## src/rtl/regfile_write_arbiter.sv

```systemverilog
// Round-robin arbiter that shares the register file write port between the ALU (A)
// and the load unit (B). It also keeps a busy scoreboard for read-after-write hazard checks.
module regfile_write_arbiter #(
    parameter int DATA_W      = 16,
    parameter int NUM_REGS    = 16,
    parameter int ADDR_W      = 4,
    parameter int ZERO_REG_RO = 1
) (
    input  logic                clk,
    input  logic                reset,
    input  logic                a_valid,
    input  logic [ADDR_W-1:0]   a_addr,
    input  logic [DATA_W-1:0]   a_data,
    output logic                a_ready,
    input  logic                b_valid,
    input  logic [ADDR_W-1:0]   b_addr,
    input  logic [DATA_W-1:0]   b_data,
    output logic                b_ready,
    input  logic                rsv_valid,
    input  logic [ADDR_W-1:0]   rsv_addr,
    input  logic [ADDR_W-1:0]   chk1_addr,
    input  logic [ADDR_W-1:0]   chk2_addr,
    output logic                chk1_busy,
    output logic                chk2_busy,
    output logic [NUM_REGS-1:0] busy_vec,
    output logic [15:0]         rf_write_code,
    output logic                rf_w_flag,
    output logic [DATA_W-1:0]   rf_w_data,
    output logic [7:0]          conflict_cnt
);

    typedef enum logic {
        GRANT_A,
        GRANT_B
    } grant_t;

    grant_t              last_grant;
    logic                xfer;
    logic [ADDR_W-1:0]   xfer_addr;
    logic [DATA_W-1:0]   xfer_data;
    logic                xfer_to_zero;
    logic                rsv_to_zero;
    logic [NUM_REGS-1:0] busy_next;

    assign a_ready = a_valid && (!b_valid || last_grant == GRANT_B);
    assign b_ready = b_valid && (!a_valid || last_grant == GRANT_A);
    assign xfer      = a_ready || b_ready;
    assign xfer_addr = a_ready ? a_addr : b_addr;
    assign xfer_data = a_ready ? a_data : b_data;

    assign xfer_to_zero = (ZERO_REG_RO != 0) && (xfer_addr == '0);
    assign rsv_to_zero  = (ZERO_REG_RO != 0) && (rsv_addr == '0);

    // Hazard checks see only the registered scoreboard; same-cycle clears are not forwarded.
    assign chk1_busy = busy_vec[chk1_addr];
    assign chk2_busy = busy_vec[chk2_addr];

    // Set is applied after clear so a fresh reservation outlives the retiring write.
    always_comb begin
        busy_next = busy_vec;
        if (xfer) begin
            busy_next[xfer_addr] = 1'b0;
        end
        if (rsv_valid && !rsv_to_zero) begin
            busy_next[rsv_addr] = 1'b1;
        end
    end

    always_ff @(posedge clk) begin
        if (reset) begin
            rf_w_flag     <= 1'b0;
            rf_write_code <= '0;
            rf_w_data     <= '0;
            busy_vec      <= '0;
            conflict_cnt  <= '0;
            last_grant    <= GRANT_B;
        end else begin
            rf_w_flag <= xfer && !xfer_to_zero;
            if (xfer && !xfer_to_zero) begin
                rf_write_code <= {{(16-ADDR_W){1'b0}}, xfer_addr};
                rf_w_data     <= xfer_data;
            end
            if (a_ready) begin
                last_grant <= GRANT_A;
            end else if (b_ready) begin
                last_grant <= GRANT_B;
            end
            busy_vec <= busy_next;
            if (a_valid && b_valid && conflict_cnt != 8'hFF) begin
                conflict_cnt <= conflict_cnt + 8'd1;
            end
        end
    end

endmodule

```

## config.mk

```make
export PLATFORM = sky130hd
export DESIGN_NAME = regfile_write_arbiter
export DESIGN_NICKNAME = d
export VERILOG_FILES = /design/src/rtl/regfile_write_arbiter.sv
export SDC_FILE = /design/constraint.sdc
export NUM_CORES = 1
export LEC_CHECK = 0
export CAP_MARGIN = 20
export CORE_MARGIN = 4
export CORE_UTILIZATION = 47
export CTS_CLUSTER_DIAMETER = 200
export CTS_CLUSTER_SIZE = 10
export DETAILED_ROUTE_END_ITERATION = 10
export PLACE_DENSITY = 0.86
export SYNTH_ARGS = -nofsm -noshare
export SYNTH_HDL_FRONTEND = slang
export SYNTH_SLANG_ARGS = --single-unit
```

## constraint.sdc

```tcl
create_clock -name clk -period 4.5 [get_ports clk]
set_clock_uncertainty 0.2 [all_clocks]
set_input_delay 1.125 -clock clk [delete_from_list [all_inputs] [get_ports clk]]
set_output_delay 1.125 -clock clk [all_outputs]
set_load 0.02 [all_outputs]
```

### After elaboration in Yosys (flattened, before gate mapping)

Index checks and enable logic that the tools add are counted.

* add/sub/neg operators: 1
* $lt $le $gt $ge: 6
* equal/unequal tests: 1
* multiplexer cells: 14
* bitwise logic cells: 4
* reductions and logical operators: 18

Operator list (count)
* $mux 16: 3
* $lt 4x5->1 const B: 4
* $and 16x16->16: 1
* $not 16->16: 1
* $or 16x16->16: 1
* $add 8x1->8 const B: 1
* $bmux 1 s4: 2
* $demux 1 s4: 2
* $ge 4x1->1 const B: 2
* $logic_and 1x1->1: 8
* $logic_not 4->1: 2
* $ne 8x8->1 const B: 1
* $mux 1: 6
* $logic_not 1->1: 4
* $mux 4: 1
* $logic_or 1x1->1: 3
* $reduce_bool 2->1: 1
* $not 1->1: 1

* flip-flop bits (word level): 46
* bits of input ports: 57
* output and inout bits: 61
* logic and storage cells: 50

### Depth between registers and ports, before layout

Gate-level depths: netlist of the first run.

* word-level depth: 13
* gate-level depth with buffers: 7
* gate-level depth less buffers: 5

### Worst setup path before layout of the first run

OpenSTA, ideal clock, no wires.

* path kind: input to output
* start: input chk1_addr[0]
* end: output chk1_busy
* arrival: 2130 ps
* required time: 3175 ps
* setup slack: 1045 ps
* stages on the path: 2
* buffers on the path: 0
* path through: mux4_2 mux4_2

* word-level cells in the longest chain between the ends: 2

Ends and longest elaborated chain
* start: declaration: line 21 `input logic [ADDR_W-1:0] chk1_addr,`
* $bmux 1 s4: line 55 `assign chk1_busy = busy_vec[chk1_addr];`
* $mux 1 (not written as such): line 55
* end: declaration: line 23 `output logic chk1_busy,`

No other way between the ends. The select of a mux whose other input is x is not followed.

### Final worst setup path of the first run

* start: input chk2_addr[0]
* end: output chk2_busy

* word-level cells in the longest chain between the ends: 2

Ends and longest elaborated chain
* start: declaration: line 22 `input logic [ADDR_W-1:0] chk2_addr,`
* $bmux 1 s4: line 56 `assign chk2_busy = busy_vec[chk2_addr];`
* $mux 1 (not written as such): line 56
* end: declaration: line 24 `output logic chk2_busy,`

No other way between the ends. The select of a mux whose other input is x is not followed.

==> results of run 1 <==
## logic make-up after synthesis
kind of cell,Yosys count
and+or+nand+nor,120
AOI/OAI and AO/OA,96
DFF,46
buffers and inverters,40
muxes,14
xor gates and xnor gates,3
adders and majority gates,1
other,1
## final cells by class
cell class,count,area (um^2),area share [%]
inverters,6,22.52,0.5597
clock buffers,8,110.1,2.736
flip-flops and latches,46,920.9,22.89
multi-input cells,246,1783,44.31
repair buffers,111,1094,27.18
well taps,75,93.84,2.332
## flip-flops by register name, indices dropped and copies added (netlist names)
register	flops
busy_vec	16
conflict_cnt	8
last_grant	1
rf_w_data	16
rf_w_flag	1
rf_write_code	4
## layer usage
| metal | up-vias | GRT usage (%) |
|---|---|---|
| met3 | 24 | 3.707 |
| met4 | 0 | 8.640 |
| met2 | 140 | 41.17 |
| li1 | 1403 | - |
| met1 | 1406 | 29.38 |
| met5 | - | 0 |
## critical path, delay by kind of cell
family	cells	cell delay, ns
mux	2	1.00
buf+inv	2	0.94
## cell usage after synthesis, drive strengths merged (2+ instances only)
master  instances  area, um^2
dfxtp          46       920.9
nor2           30       115.1
nand2          27       101.4
buf            25       187.7
a21oi          23       115.1
nand3          21       105.1
a311oi         18       257.8
a211oi         10       75.07
mux4           10       225.2
o21ai          10       50.05
clkbuf          9       33.78
nand4           9       56.30
o22ai           8       50.05
nand2b          7       46.30
a211o           6       52.55
a32o            6       60.06
and3            6       37.54
inv             6       22.52
and2            4       27.53
nor3            4       20.02
a31oi           3       18.77
mux2i           3       30.03
o32ai           3       26.28
a21boi          2       15.01
and4            2       17.52
nand3b          2       15.01
nor2b           2       12.51
nor3b           2       15.01
o211ai          2       15.01
or4             2       15.01
xnor2           2       17.52
## power breakdown
part	total (W)	internal [W]	switching (W)
Combinational	0.000279	0.000132	0.000147
Sequential	0.000443	0.000429	0.0000139
Clock	0.000291	0.000155	0.000136
Total	0.00101	0.000716	0.000297
## worst paths after layout
kind,cells after the start,start,to
worst min-delay path,2,rf_write_code[0],rf_write_code[0]
worst max-delay path,4,chk2_addr[0],chk2_busy
worst min register to register,2,rf_write_code[0],rf_write_code[0]
worst max register to register,4,last_grant,rf_w_data[2]
## placed cells by master (no fill, tap or decap), types with 2 or more instances in the layout
cell             instances
mux4_2                  10
or4_1                    2
nand4_1                  9
a211o_1                  6
nor3b_1                  2
xnor2_1                  2
nand3_1                 21
a21oi_1                 23
a31oi_1                  3
nor2b_1                  2
nand2_1                 27
and3_1                   6
and4_1                   2
clkbuf_8                 8
dlygate4sd2_1            2
a211oi_1                10
o22ai_1                  8
buf_4                    6
and2_1                   3
inv_1                    5
a21boi_0                 2
nand3b_1                 2
mux2i_1                  3
nor3_1                   4
clkdlybuf4s50_1        103
a311oi_1                 2
nand2b_1                 6
nor2_1                  29
o32ai_1                  3
o21ai_0                 10
o211ai_1                 2
conb_1                  12
dfxtp_1                 46
a311oi_2                16
a32o_1                   6
## what timing repair did
item                                    4_1_cts  5_1_grt
endpoints found under the setup margin        2        0
hold buffers                                  0        0
gates resized for setup                       2        0
## through the flow
step	worst slack (ns)	instance area, um^2	power [W]	utilization (%)
after floorplan	1.045	2948	0.0006117	-
after global placement	-0.1125	3916	0.0007234	65.76
after detailed placement	-0.1619	3916	0.0007294	65.76
after CTS	0.1040	4024	0.001019	67.56
after global routing	0.02717	4024	0.001057	67.56
final	0.1106	4024	0.001013	67.56
==> flow_metrics.env, run 1 <==
export IMPL_status="complete, no violations"
export IMPL_synth_flop_cell="dfxtp_1"
export IMPL_antenna_cells=0
export IMPL_start_util_pct=48.80
export IMPL_rows=28
export IMPL_synth_edff_count=0
export IMPL_top_layer="met4"
export IMPL_io_buffers=105
export IMPL_grt_max_degree=40
export IMPL_syn_cell_area_um2=2907
export IMPL_die_w_um=86.64
export IMPL_fmax_mhz=227.8
export IMPL_synth_seq_area_share_pct=31.68
export IMPL_path_cells="clkdlybuf4s50_1 -> mux4_2 -> mux4_2 -> dlygate4sd2_1"
export IMPL_grt_pass1_vias=2887
export IMPL_clock_sinks=46
export IMPL_grt_first_pass_wirelength_um=14110
export IMPL_clock_latency_ns=0.29
export IMPL_fin_crit_sh_pct=97.54
export IMPL_crit_type="input pin to primary output"
export IMPL_wl_um=8788
export IMPL_fin_cells=492
export IMPL_synthArstFlopShare_pct=0
export IMPL_tightest_slew_ns=0.5942
export IMPL_synthAdderAreaFrac_pct=0.4305
export IMPL_critPathRequiredTime_ns=3.17
export IMPL_ant_nets=0
export IMPL_crit_path_top_delay_cell="clkdlybuf4s50_1"
export IMPL_yosys_warnings=0
export IMPL_syn_to_final_growth_pct=38.44
export IMPL_drt_iter0_markers=298
export IMPL_dr_total_vias=2973
export IMPL_cp_max_fo=4
export IMPL_yosys_area_share_simple_pct=20.66
export IMPL_die_h_um=86.64
export IMPL_ios=118
export IMPL_met1_length_um=3525
export IMPL_fillCellCount=492
export IMPL_synth_area_per_cell_um2=9.055
export IMPL_core_um2=5956
export IMPL_slowest_delay_ns=0.60
export IMPL_finalHoldViolations=0
export IMPL_setup_viol=0
export IMPL_crit_arrival_ns=3.06
export IMPL_critPathLaunchType="input pin"
export IMPL_wl_met2_um=4411
export IMPL_synthCells=321
export IMPL_met3_length_um=625
export IMPL_htreeDepth=2
export IMPL_die_area_um2=7506
export IMPL_relSlewSlack_pct=60.27
export IMPL_place_hpwl_um=6559
export IMPL_grt_overflow_total=0
export IMPL_cts_root_buf="clkbuf_8"
export IMPL_synth_compound_area_share_pct=28.63
export IMPL_synth_seq_cells=46
export IMPL_synth_top_family_by_area="compound AO/OA/AOI/OAI gates"
export IMPL_gp_congestion=0.8820
export IMPL_antenna_found_initial=0
export IMPL_hold_ws_ns=0.2678
export IMPL_clk_path_buf_depth=2
export IMPL_wl_per_cell_um=17.86
export IMPL_rsz0062_at_grt="no"
export IMPL_cpMostUsedCell="mux4_2"
export IMPL_maxSlewViolCount=0
export IMPL_cp_end_kind="primary output"
export IMPL_synth_mux_area_share_pct=9.169
export IMPL_cts_tree="done"
export IMPL_post_route_drc_count=0
export IMPL_path_clk_slew_ns=0.08
export IMPL_dp_cells=484
export IMPL_synth_distinct_cells=50
export IMPL_power_density_nw_per_um2=251.7
export IMPL_period_needed_ns=4.389
export IMPL_drive_gt1_share_pct=11.99
export IMPL_cts_buffers=5
export IMPL_final_net_count=474
export IMPL_final_setup_tns_ns=0
export IMPL_vdd_ir_drop_max_mv=0.1386
export IMPL_drt_pass1_iter_count=7
export IMPL_synth_xor_area_share_pct=0.9040
export IMPL_leakage_nw=1.426
export IMPL_hold_path_class="flop to flop"
export IMPL_rrSetupSlack_ns=2.29
export IMPL_max_cap_violations=0
export IMPL_cts_setup_buffers=0
export IMPL_grt_usage_pct=23.64
export IMPL_via_per_inst=6.043
(Power assumes the default switching activity.)
==> run 2, diff against run 1 <==
--- a/config.mk
+++ b/config.mk
@@ -12,6 +12,7 @@
 export CTS_CLUSTER_SIZE = 10
 export DETAILED_ROUTE_END_ITERATION = 10
 export PLACE_DENSITY = 0.86
+export SETUP_SLACK_MARGIN = 0.02
 export SYNTH_ARGS = -nofsm -noshare
 export SYNTH_HDL_FRONTEND = slang
 export SYNTH_SLANG_ARGS = --single-unit
==> results of run 2 <==
No change in the layout: final DEF, timing and power equal those of run 1.
==> run 3, diff against run 2 <==
--- a/config.mk
+++ b/config.mk
@@ -5,7 +5,7 @@
 export SDC_FILE = /design/constraint.sdc
 export NUM_CORES = 1
 export LEC_CHECK = 0
-export CAP_MARGIN = 20
+export CAP_MARGIN = 25
 export CORE_MARGIN = 4
 export CORE_UTILIZATION = 47
 export CTS_CLUSTER_DIAMETER = 200
==> results of run 3 <==
No change in the layout: final DEF, timing and power equal those of run 1.
==> RTL edit: new RTL, settings of run 3 <==
Set the parameter `ZERO_REG_RO` to 0 (it was 1).
--- a/src/rtl/regfile_write_arbiter.sv
+++ b/src/rtl/regfile_write_arbiter.sv
@@ -6,3 +6,3 @@
     parameter int ADDR_W      = 4,
-    parameter int ZERO_REG_RO = 1
+    parameter int ZERO_REG_RO = 0
 ) (
Function: changed (Yosys sat finds a counterexample within 4 cycles, from zero or initial values and one cycle with reset high).
==> RTL edit against run 3 <==
  * Setup slack worse by 20 ps
  * Largest power group unchanged
  * Count of clock-buffer cells in the layout is 1 lower
  * Area after synthesis is 10% lower
  * Power is 9.5% lower
  * Sequential power hardly changed
  * Die area is 9.2% lower
  * Non-clock buffer count is 1 lower
  * Fmax is 0.45% lower
  * Critical path type unchanged
  * Critical path depth stayed put
  * Via count is 8.2% lower
  * Design area is 7.7% lower
  * Sequential cell count stayed put
  * Wire length is 14% lower
  * Core utilization is 3.3 points higher
==> RTL edit: results (changes against run 3) <==
Synth
  – Synth cell types: 52 (+4.0%)
  – Most common library cells after synthesis: nand2_1 (48), dfxtp_1 (46), nor2_1 (31)
  – Mean post-synth cell area: 9.009 sq um (-0.51%)
  – Top post-synthesis cells by area: dfxtp_1 (35%), mux4_2 (8.6%), nand2_1 (6.9%), a311oi_1 (6.4%), a32o_1 (4.6%)
  – Seq/Total Area, Yosys: 0.3525 (+0.03566)

Placement
  – DP HPWL: 5922 microns (-9.7%)
  – GPL Wtd Cong: 0.9251 (+4.9%)
  – Pre-CTS setup slack: -162.8 ps (-0.8620 ps)
  – Cells after DPL: 451 (-6.8%)
  – Placement Cell Area: 3640 sq um (-7.1%)

Clocking
  – Post-CTS Setup Inserts: 0 (unchanged)
  – Clock tree buffer depth: 2 (unchanged)
  – Clock H-tree levels: 2 (unchanged)
  – CTS buffer count: 5 (unchanged)
  – Clk Latency, worst-skew pair: 290 ps (about the same)
  – CTS root buf: clkbuf_8

GRT
  – First-pass GRT wire length: 11970 microns (-15%)
  – Global Route Usage Sum: 0.2285 (-0.007847)
  – Vias in the first global route: 2613 (-9.5%)

Timing
  – Hold Worst Slack: 297.2 ps (+29.43 ps)
  – Setup TNS Final: 0 ps (unchanged)
  – Final setup margin: 90.76 ps (-19.80 ps)
  – Max transition margin: 0.5559 (-0.04678)

Critical path
  – CP arrival: 3080 ps (+20 ps)
  – Cells on worst reg2reg path: 5 (+1)
  – Largest delay share family, worst path: buffers and inverters
  – RR Startpoint: conflict_cnt[0]$_SDFFE_PP0P_
  – CP max stage cell: clkdlybuf4s50_1
  – Reg2reg setup slack: 2600 ps (+310 ps)
  – Top fanout value on the critical path: 4 (unchanged)
  – Worst r2r dst: conflict_cnt[3]$_SDFFE_PP0P_

Routing
  – Initial drt markers: 145 (-51%)
  – Metal-1 WL: 2792 microns (-21%)
  – DRT Pass-1 Iters: 7 (unchanged)
  – DR vias/cell: 5.956 (-1.4%)
  – Routed WL per cell: 16.59 microns (-7.1%)
  – Wire length on met2: 3720 microns (-16%)
  – Routed met3 length: 975 microns (+56%)

Power
  – Sw frac: 0.2898 (-0.003731)
  – Maximum vdd drop: 0.1683 mV (+21%)
  – Leak pwr: 0.001370 uW (-4.0%)

Cells and area
  – Layout Cells excl Fill: 458 (-6.9%)
  – Antenna diodes: 0 (unchanged)
  – Fill count: 426 (-13%)
  – Regs by FF count: busy_vec: 16 flops, rf_w_data: 16 flops, conflict_cnt: 8 flops
  – Layout cells sized above 1: 0.07732 (-0.04258)

Worst hold path
  – Min-delay src: rf_w_data[12]$_SDFFE_PP0N_
  – Hold worst-path end: rf_w_data[12]$_SDFFE_PP0N_

Status
  – Status: finished, final reports clean
==> RTL edit: cell count changes after synthesis, sizes merged, moves of 5 or more <==
cell and delta:
nand2 +21, a21oi -20, nand3 -16, nand4 -7, o21ai -7, a32o +6, a211o -5
==> RTL edit: power by group through the flow <==
stage                     Sequential (uW)  Clock [uW]  Combinational, uW
after detailed placement              452           0                239
after CTS                             442         239                239
after floorplan                       474           0                105
after global routing                  445         256                257
after global placement                451           0                234
final                                 442         236                239
==> RTL edit: timing repair <==
action                                  in CTS  in global routing
resized for setup                            2                  0
endpoints found under the setup margin       2                  0
hold buffers                                 0                  0
==> RTL edit: kinds of logic (layout without fill, tap and decap cells) <==
kind of cell,count (synthesis),after routing,share of synthesized area
DFF,46,46,0.3525
xor gates and xnor gates,2,2,0.006706
buffers and inverters,38,125,0.08428
muxes,12,12,0.09387
and+or+nand+nor,120,120,0.2270
other,1,12,0.001435
AOI/OAI and AO/OA,70,70,0.2294
adders and majority gates,1,1,0.004789
==> RTL edit: per-layer routing <==
metal / global-route usage / vias up
met5: 0 / -
met2: 0.3966 / 164
met3: 0.08677 / 16
met4: 0.05392 / 0
met1: 0.2656 / 1267
li1: - / 1281
==> RTL edit: cell type report <==
type                       instances  area [sq um]  area share
clock buffer                       7         76.32     0.02055
inverter                           8         30.03    0.008086
timing repair buffer             110          1086      0.2925
sequential                        46         920.9      0.2480
multi-input combinational        217          1513      0.4073
tap                               70         87.58     0.02358
==> RTL edit: worst max path at each step <==
stage                     end         start  cells after the start
CTS                 chk1_busy  chk1_addr[1]                      4
global route        chk2_busy  chk2_addr[0]                      4
detailed placement  chk2_busy  chk2_addr[0]                      4
finish              chk1_busy  chk1_addr[1]                      4
global placement    chk1_busy  chk1_addr[0]                      4
floorplan           chk1_busy  chk1_addr[0]                      2
